--- config.mk ---
export PLATFORM = sky130hd
export DESIGN_NAME = axi3_rd_slave
export DESIGN_NICKNAME = d
export VERILOG_FILES = /design/src/rtl/axi3_rd_slave.sv
export SDC_FILE = /design/constraint.sdc
export NUM_CORES = 1
export LEC_CHECK = 0
export ABC_AREA = 1
export CAP_MARGIN = 10
export CORE_MARGIN = 2
export CORE_UTILIZATION = 59
export CTS_BUF_LIST = sky130_fd_sc_hd__clkbuf_8
export DETAILED_ROUTE_END_ITERATION = 10
export PLACE_DENSITY_LB_ADDON = 0.08
export SLEW_MARGIN = 20
export SYNTH_ARGS = -nofsm -noshare
export SYNTH_HDL_FRONTEND = slang
export SYNTH_SLANG_ARGS = --single-unit
--- constraint.sdc ---
create_clock -name clk -period 7.01 [get_ports clk]
set_input_delay 1.402 -clock clk [delete_from_list [all_inputs] [get_ports clk]]
set_output_delay 1.402 -clock clk [all_outputs]
set_load 0.01 [all_outputs]
--- src/rtl/axi3_rd_slave.sv ---
// AXI3 read-only slave in front of a synchronous single-port RAM.
// Serves one burst at a time: an AR is latched, an optional wait phase
// elapses, then beats are fetched from RAM and returned on R through a
// 2-entry skid buffer. Decode and size/burst errors produce zero data.
module axi3_rd_slave #(
  parameter int          DATA_WIDTH = 32,
  parameter int          ID_WIDTH   = 4,
  parameter int          MEM_AW     = 12,
  parameter logic [31:0] BASE_ADDR  = 32'h1fc0_0000,
  parameter int          RD_LATENCY = 2
) (
  input  logic                  clk,
  input  logic                  rst,
  input  logic [ID_WIDTH-1:0]   arid,
  input  logic [31:0]           araddr,
  input  logic [3:0]            arlen,
  input  logic [2:0]            arsize,
  input  logic [1:0]            arburst,
  input  logic                  arvalid,
  output logic                  arready,
  output logic [ID_WIDTH-1:0]   rid,
  output logic [DATA_WIDTH-1:0] rdata,
  output logic [1:0]            rresp,
  output logic                  rlast,
  output logic                  rvalid,
  input  logic                  rready,
  output logic                  mem_en,
  output logic [MEM_AW-1:0]     mem_addr,
  input  logic [DATA_WIDTH-1:0] mem_rdata
);

  localparam int         LOG2_BPB = $clog2(DATA_WIDTH/8);
  localparam logic [1:0] OKAY = 2'b00, SLVERR = 2'b10, DECERR = 2'b11;

  typedef enum logic [1:0] {S_IDLE, S_WAIT, S_BURST} state_t;

  typedef struct packed {
    logic [DATA_WIDTH-1:0] data;
    logic [1:0]            resp;
    logic                  last;
  } beat_t;

  state_t              r_state;
  logic                r_arready;
  logic [ID_WIDTH-1:0] r_id;
  logic [31:0]         r_addr;
  logic [3:0]          r_len;
  logic [2:0]          r_size;
  logic [1:0]          r_burst;
  logic                r_slverr;
  logic [3:0]          r_wcnt;
  logic [3:0]          r_beat;
  logic                r_idone;
  // beat issued to RAM last cycle; its data is on mem_rdata now
  logic                r_ret_vld;
  logic [1:0]          r_ret_resp;
  logic                r_ret_last;
  beat_t               r_q [2];
  logic [1:0]          r_q_cnt;

  logic        w_go, w_issue, w_room, w_last_issue, w_decerr;
  logic [1:0]  w_resp;
  logic [31:0] w_step, w_incr, w_wmask, w_wrap, w_next_addr;
  beat_t       w_ret, w_head;
  logic        w_hs, w_pop, w_take, w_push;
  logic [1:0]  w_base, w_next_cnt;

  // The beat-0 prefetch happens in the last wait cycle, so the first beat
  // is presented RD_LATENCY+1 edges after the AR handshake.
  assign w_go = (r_state == S_BURST) ||
                (r_state == S_WAIT && r_wcnt == 4'(RD_LATENCY));

  assign w_decerr     = r_addr[31:MEM_AW+2] != BASE_ADDR[31:MEM_AW+2];
  assign w_resp       = r_slverr ? SLVERR : (w_decerr ? DECERR : OKAY);
  assign w_last_issue = (r_beat == r_len);
  assign w_issue      = w_go && !r_idone && w_room;
  assign mem_en       = w_issue && (w_resp == OKAY);
  assign mem_addr     = r_addr[MEM_AW+1:2];

  // Next beat address: wrap keeps the high part of the aligned window
  assign w_step  = 32'd1 << r_size;
  assign w_incr  = r_addr + w_step;
  assign w_wmask = ((32'(r_len) + 32'd1) << r_size) - 32'd1;
  assign w_wrap  = (r_addr & ~w_wmask) | (w_incr & w_wmask);
  assign w_next_addr = (r_burst == 2'b00) ? r_addr :
                       (r_burst == 2'b10) ? w_wrap : w_incr;

  // Output head: oldest skid entry, else the beat returning from RAM
  always_comb begin
    w_ret      = '0;
    w_ret.data = (r_ret_resp == OKAY) ? mem_rdata : '0;
    w_ret.resp = r_ret_resp;
    w_ret.last = r_ret_last;
    w_head     = '0;
    if (r_q_cnt != 2'd0) w_head = r_q[0];
    else if (r_ret_vld)  w_head = w_ret;
  end

  assign rvalid  = (r_q_cnt != 2'd0) || r_ret_vld;
  assign rdata   = w_head.data;
  assign rresp   = w_head.resp;
  assign rlast   = w_head.last;
  assign rid     = r_id;
  assign arready = r_arready;

  assign w_hs   = rvalid && rready;
  assign w_pop  = w_hs && (r_q_cnt != 2'd0);
  assign w_take = w_hs && (r_q_cnt == 2'd0);
  assign w_push = r_ret_vld && !w_take;
  assign w_base = r_q_cnt - {1'b0, w_pop};
  assign w_next_cnt = w_base + {1'b0, w_push};
  // A beat fetched now lands next cycle; guarantee a free slot for it
  assign w_room = (w_next_cnt <= 2'd1);

  // Control FSM, AR capture and beat issue
  always_ff @(posedge clk) begin
    if (rst) begin
      r_state    <= S_IDLE;
      r_arready  <= 1'b0;
      r_id       <= '0;
      r_addr     <= '0;
      r_len      <= '0;
      r_size     <= '0;
      r_burst    <= '0;
      r_slverr   <= 1'b0;
      r_wcnt     <= '0;
      r_beat     <= '0;
      r_idone    <= 1'b0;
      r_ret_vld  <= 1'b0;
      r_ret_resp <= '0;
      r_ret_last <= 1'b0;
    end else begin
      r_ret_vld  <= w_issue;
      r_ret_resp <= w_resp;
      r_ret_last <= w_last_issue;
      if (w_issue) begin
        r_addr <= w_next_addr;
        r_beat <= r_beat + 4'd1;
        if (w_last_issue) r_idone <= 1'b1;
      end
      case (r_state)
        S_IDLE: begin
          if (arvalid && r_arready) begin
            r_arready <= 1'b0;
            r_id      <= arid;
            r_addr    <= araddr;
            r_len     <= arlen;
            r_size    <= arsize;
            // WRAP with an illegal length degrades to INCR
            r_burst   <= (arburst == 2'b10 && !(arlen == 4'd1 || arlen == 4'd3 ||
                          arlen == 4'd7 || arlen == 4'd15)) ? 2'b01 : arburst;
            r_slverr  <= (arsize > 3'(LOG2_BPB)) || (arburst == 2'b11);
            r_beat    <= '0;
            r_idone   <= 1'b0;
            r_wcnt    <= '0;
            r_state   <= (RD_LATENCY == 0) ? S_BURST : S_WAIT;
          end else begin
            r_arready <= 1'b1;
          end
        end
        S_WAIT: begin
          if (r_wcnt == 4'(RD_LATENCY)) r_state <= S_BURST;
          else                          r_wcnt  <= r_wcnt + 4'd1;
        end
        S_BURST: begin
          if (w_hs && w_head.last) begin
            r_state   <= S_IDLE;
            r_arready <= 1'b1;
          end
        end
        default: r_state <= S_IDLE;
      endcase
    end
  end

  // 2-entry skid buffer absorbing returned beats under backpressure
  always_ff @(posedge clk) begin
    if (rst) begin
      r_q_cnt <= '0;
      r_q[0]  <= '0;
      r_q[1]  <= '0;
    end else begin
      if (w_pop)  r_q[0] <= r_q[1];
      if (w_push) r_q[w_base[0]] <= w_ret;
      r_q_cnt <= w_next_cnt;
    end
  end

endmodule

==> summary.txt <==
CTS
  • Clk buf depth: 2
  • Cts repair resizes: 0
  • Cts hold-fix bufs: 0
  • Post-CTS setup buffer count: 0
  • Worst-skew pair later-pin latency: 0.45 ns
  • CTS root buf: clkbuf_8
  • CTS tree: done
  • CTS Buf Count: 17
  • Clk pin slew, worst setup/hold paths: 0.07 ns
  • H-Tree Depth: 4
  • CTS sink count: 134

Timing
  • Relative max-transition margin: 37.1%
  • Worst-Margin Slew: 0.943 ns
  • Unrepaired setup endpoints after global routing: false
  • Final setup vio count: 0
  • Max Slew Vio Count: 0
  • Tmin final: 5.28 ns
  • Fin crit share: 75.3%
  • Max frequency: 190 MHz
  • Clock skew: 0.00898 ns
  • Fin. Hold Viols: 0
  • Fin Setup TNS: 0 ns

Pwr
  • Final Power: 2.07 mW
  • Pwr Density: 218 mW/mm^2
  • Leakage: 3.66 nW
  • Peak supply drop: 94.9 uV

Synthesis
  • Seq/Total Area, Yosys: 43.8%
  • Post-Synth XOR/XNOR Area: 2.27%
  • Mapped cell area: 0.00772 mm^2
  • Number of synthesized flops with an enable pin: 70
  • Post-Syn Nets: 1106
  • Yosys top cell by area: edfxtp_1
  • Post-Synth Adder-Cell Area: 2.85%
  • Prevailing post-synth register cell: edfxtp_1
  • Synth Area in Compound Gates: 13.7%
  • YS warnings: 0
  • Area contributors post-synth: edfxtp_1, dfxtp_1, nand2_1
  • Simple-Gate Fraction of Synth Area: 28.7%
  • Yosys top cell area share: 27.2%
  • Mux contribution to synthesized area: 0.259%
  • Main combinational cell family by area after synthesis: simple AND/OR/NAND/NOR gates
  • Mapped Avg Cell Area: 7.66 um^2
  • Synth Instances: 1008
  • Flops & latches, synth: 134
  • Ys async rst share: 0%
  • Post-synthesis cell type count: 47

Setup path
  • CP max stage cell: clkdlybuf4s50_1
  • Worst reg2reg setup slack: 3.86 ns
  • Worst Path Arrival: 3.87 ns
  • R2R Path Start: r_size[1]
  • WS Path Type: in2out
  • Crit-path cells: clkdlybuf4s50_1 -> inv_1 -> nor2_1 -> ha_1 -> inv_1 -> ha_1 -> xor2_1 -> nand3_2 -> nor2_1 -> clkdlybuf4s50_1
  • Crit Reg-Reg Endpoint: r_addr[26]
  • Critical path startpoint category: primary input
  • Setup crit end kind: primary output
  • Worst Reg-to-Reg Cells: 16
  • Highest cell delay on the worst timing path: 0.57 ns
  • Worst Path Max Fanout: 5
  • Critical Path RT: 5.61 ns

Floorplan
  • Horiz. Die Dim: 118 um
  • Die Span Y: 118 um
  • Std-Cell Core Area: 0.0127 mm^2
  • Die area: 0.0140 mm^2
  • Initial core utilization: 60.9%
  • Io pins: 135
  • Rows: 41

Placement
  • Final RePlAce weighted congestion: 0.908
  • PortBufs: 134
  • Post-DP HPWL: 13.2 mm

Global route
  • Antenna violations before repair: 0
  • Vias in the first global route: 6753
  • Largest net degree at the start of global routing: 72
  • Wire length of the first global-routing pass: 31.8 mm
  • Grt total ovfl: 0
  • GRT Overall Usage: 27.8%

Routing
  • DRC Markers: 0
  • Drt first pass iters: 5
  • Routed wire per std cell: 14.5 um
  • Via count: 7151
  • Antenna viol nets, final: 0
  • Via density: 5.51
  • 1st-iter DRT viols: 670
  • Drt total wl: 18.8 mm

Worst hold path
  • Hold_sp: r_idone
  • Min-Delay Endpoint: r_idone
  • Hold depth: 2
  • Hold/Removal Path Class: reg2reg

Finish
  • Area Growth Syn to Fin: 23.2%
  • Antenna Cells: 0
  • Fill cells: 1032
  • Most common cell after layout, fill and taps aside: nand2_1
  • Commonest non-fill, non-tap cells in the layout: nand2_1, clkdlybuf4s50_1, o21ai_0
  • Nets@finish: 1211
  • Share of post-route cells with drive strength above 1: 8.26%

Run
  • Number of max-cap violations: 0

Status
  • Status: complete, no violations
[through the flow]
step	std cells	hold slack [ns]	utilization [%]	instance area (um^2)	setup slack, ns
finish	1298	0.478	75.0	9500	1.73
global route	1298	0.525	75.0	9500	1.48
CTS	1298	0.486	74.9	9500	1.71
detailed placement	1266	0.474	71.6	9080	1.72
global placement	1266	0.475	71.6	9080	1.81
floorplan	1008	0.453	-	7720	2.96
[worst max-delay path, delay by kind of cell]
family / cells / cell delay (ns)
XOR/XNOR: 1 / 0.23
adder cells (fa/ha/maj): 2 / 0.46
buffers and inverters: 4 / 1.25
AND/OR/NAND/NOR: 3 / 0.54
[logic make-up (layout without fill, tap and decap cells)]
group,after synthesis,count (layout)
buffers and inverters,153,271
flip-flops,134,134
multiplexers,2,2
XOR/XNOR,20,20
adder cells (fa/ha/maj),17,17
AND/OR/NAND/NOR,482,482
AO/OA/AOI/OAI,200,200
[worst max-delay path by stage]
stage,slack [ns],cells after the start,startpoint,endpoint
2_1_floorplan,2.96,8,rready,mem_en
3_3_place_gp,1.81,10,rready,mem_en
3_5_place_dp,1.72,10,rready,mem_en
4_1_cts,1.71,10,rready,mem_en
5_1_grt,1.48,10,rready,mem_en
6_report,1.73,10,rready,mem_en
[Yosys cell counts (2+ instances only)]
cell type and count:
xor2_1 15, xnor2_1 5, a31oi_1 3, clkinv_1 2
buf_1 2, edfxtp_1 70, ha_1 16, dfxtp_1 64
nand4_1 23, buf_4 14, o21ai_2 2, o21a_1 2
or2_2 2, a21boi_0 2, nor3_1 17, a21oi_2 3
nand2_2 8, nand3_1 94, nor2_1 101, inv_1 85
o21ai_1 10, buf_2 3, nand2_4 4, nor2_4 6
inv_2 8, o21ai_0 121, o211ai_1 3, mux2i_1 2
nand2_1 207, nand3_2 9, nor4_1 4, a21oi_1 50
clkbuf_1 37
[area by class of cell]
class | instances | area, um^2 | area share (%)
timing repair buffer | 143 | 1410 | 14.8
clock inverter | 14 | 173 | 1.82
inverter | 96 | 363 | 3.82
clock buffer | 18 | 248 | 2.61
tap | 172 | 215 | 2.26
sequential | 134 | 3380 | 35.6
multi-input combinational | 721 | 3710 | 39.1
[state kept, by name, summed over array words and instances, names as in the netlist, 3 cells and up]
signal / count
r_size: 3
r_len: 4
r_wcnt: 4
r_beat: 4
r_addr: 32
r_q: 70
rid: 4
[report_power, final]
group	total, mW	switching (mW)	leakage (nW)	internal [mW]
sequential	0.932	0.0421	1.25	0.890
combinational	0.456	0.263	2.20	0.193
clock	0.684	0.320	0.210	0.364
total	2.07	0.624	3.66	1.45
[metal layers]
| metal | GRT usage (%) | part of all wire, % | vias up |
|---|---|---|---|
| li1 | - | - | 3590 |
| met1 | 34.8 | 43 | 3297 |
| met2 | 47.8 | 49 | 223 |
| met3 | 4.83 | 6.1 | 41 |
| met4 | 11.2 | 2.4 | 0 |
| met5 | 0 | 0 | - |
(Power assumes the default switching activity.)
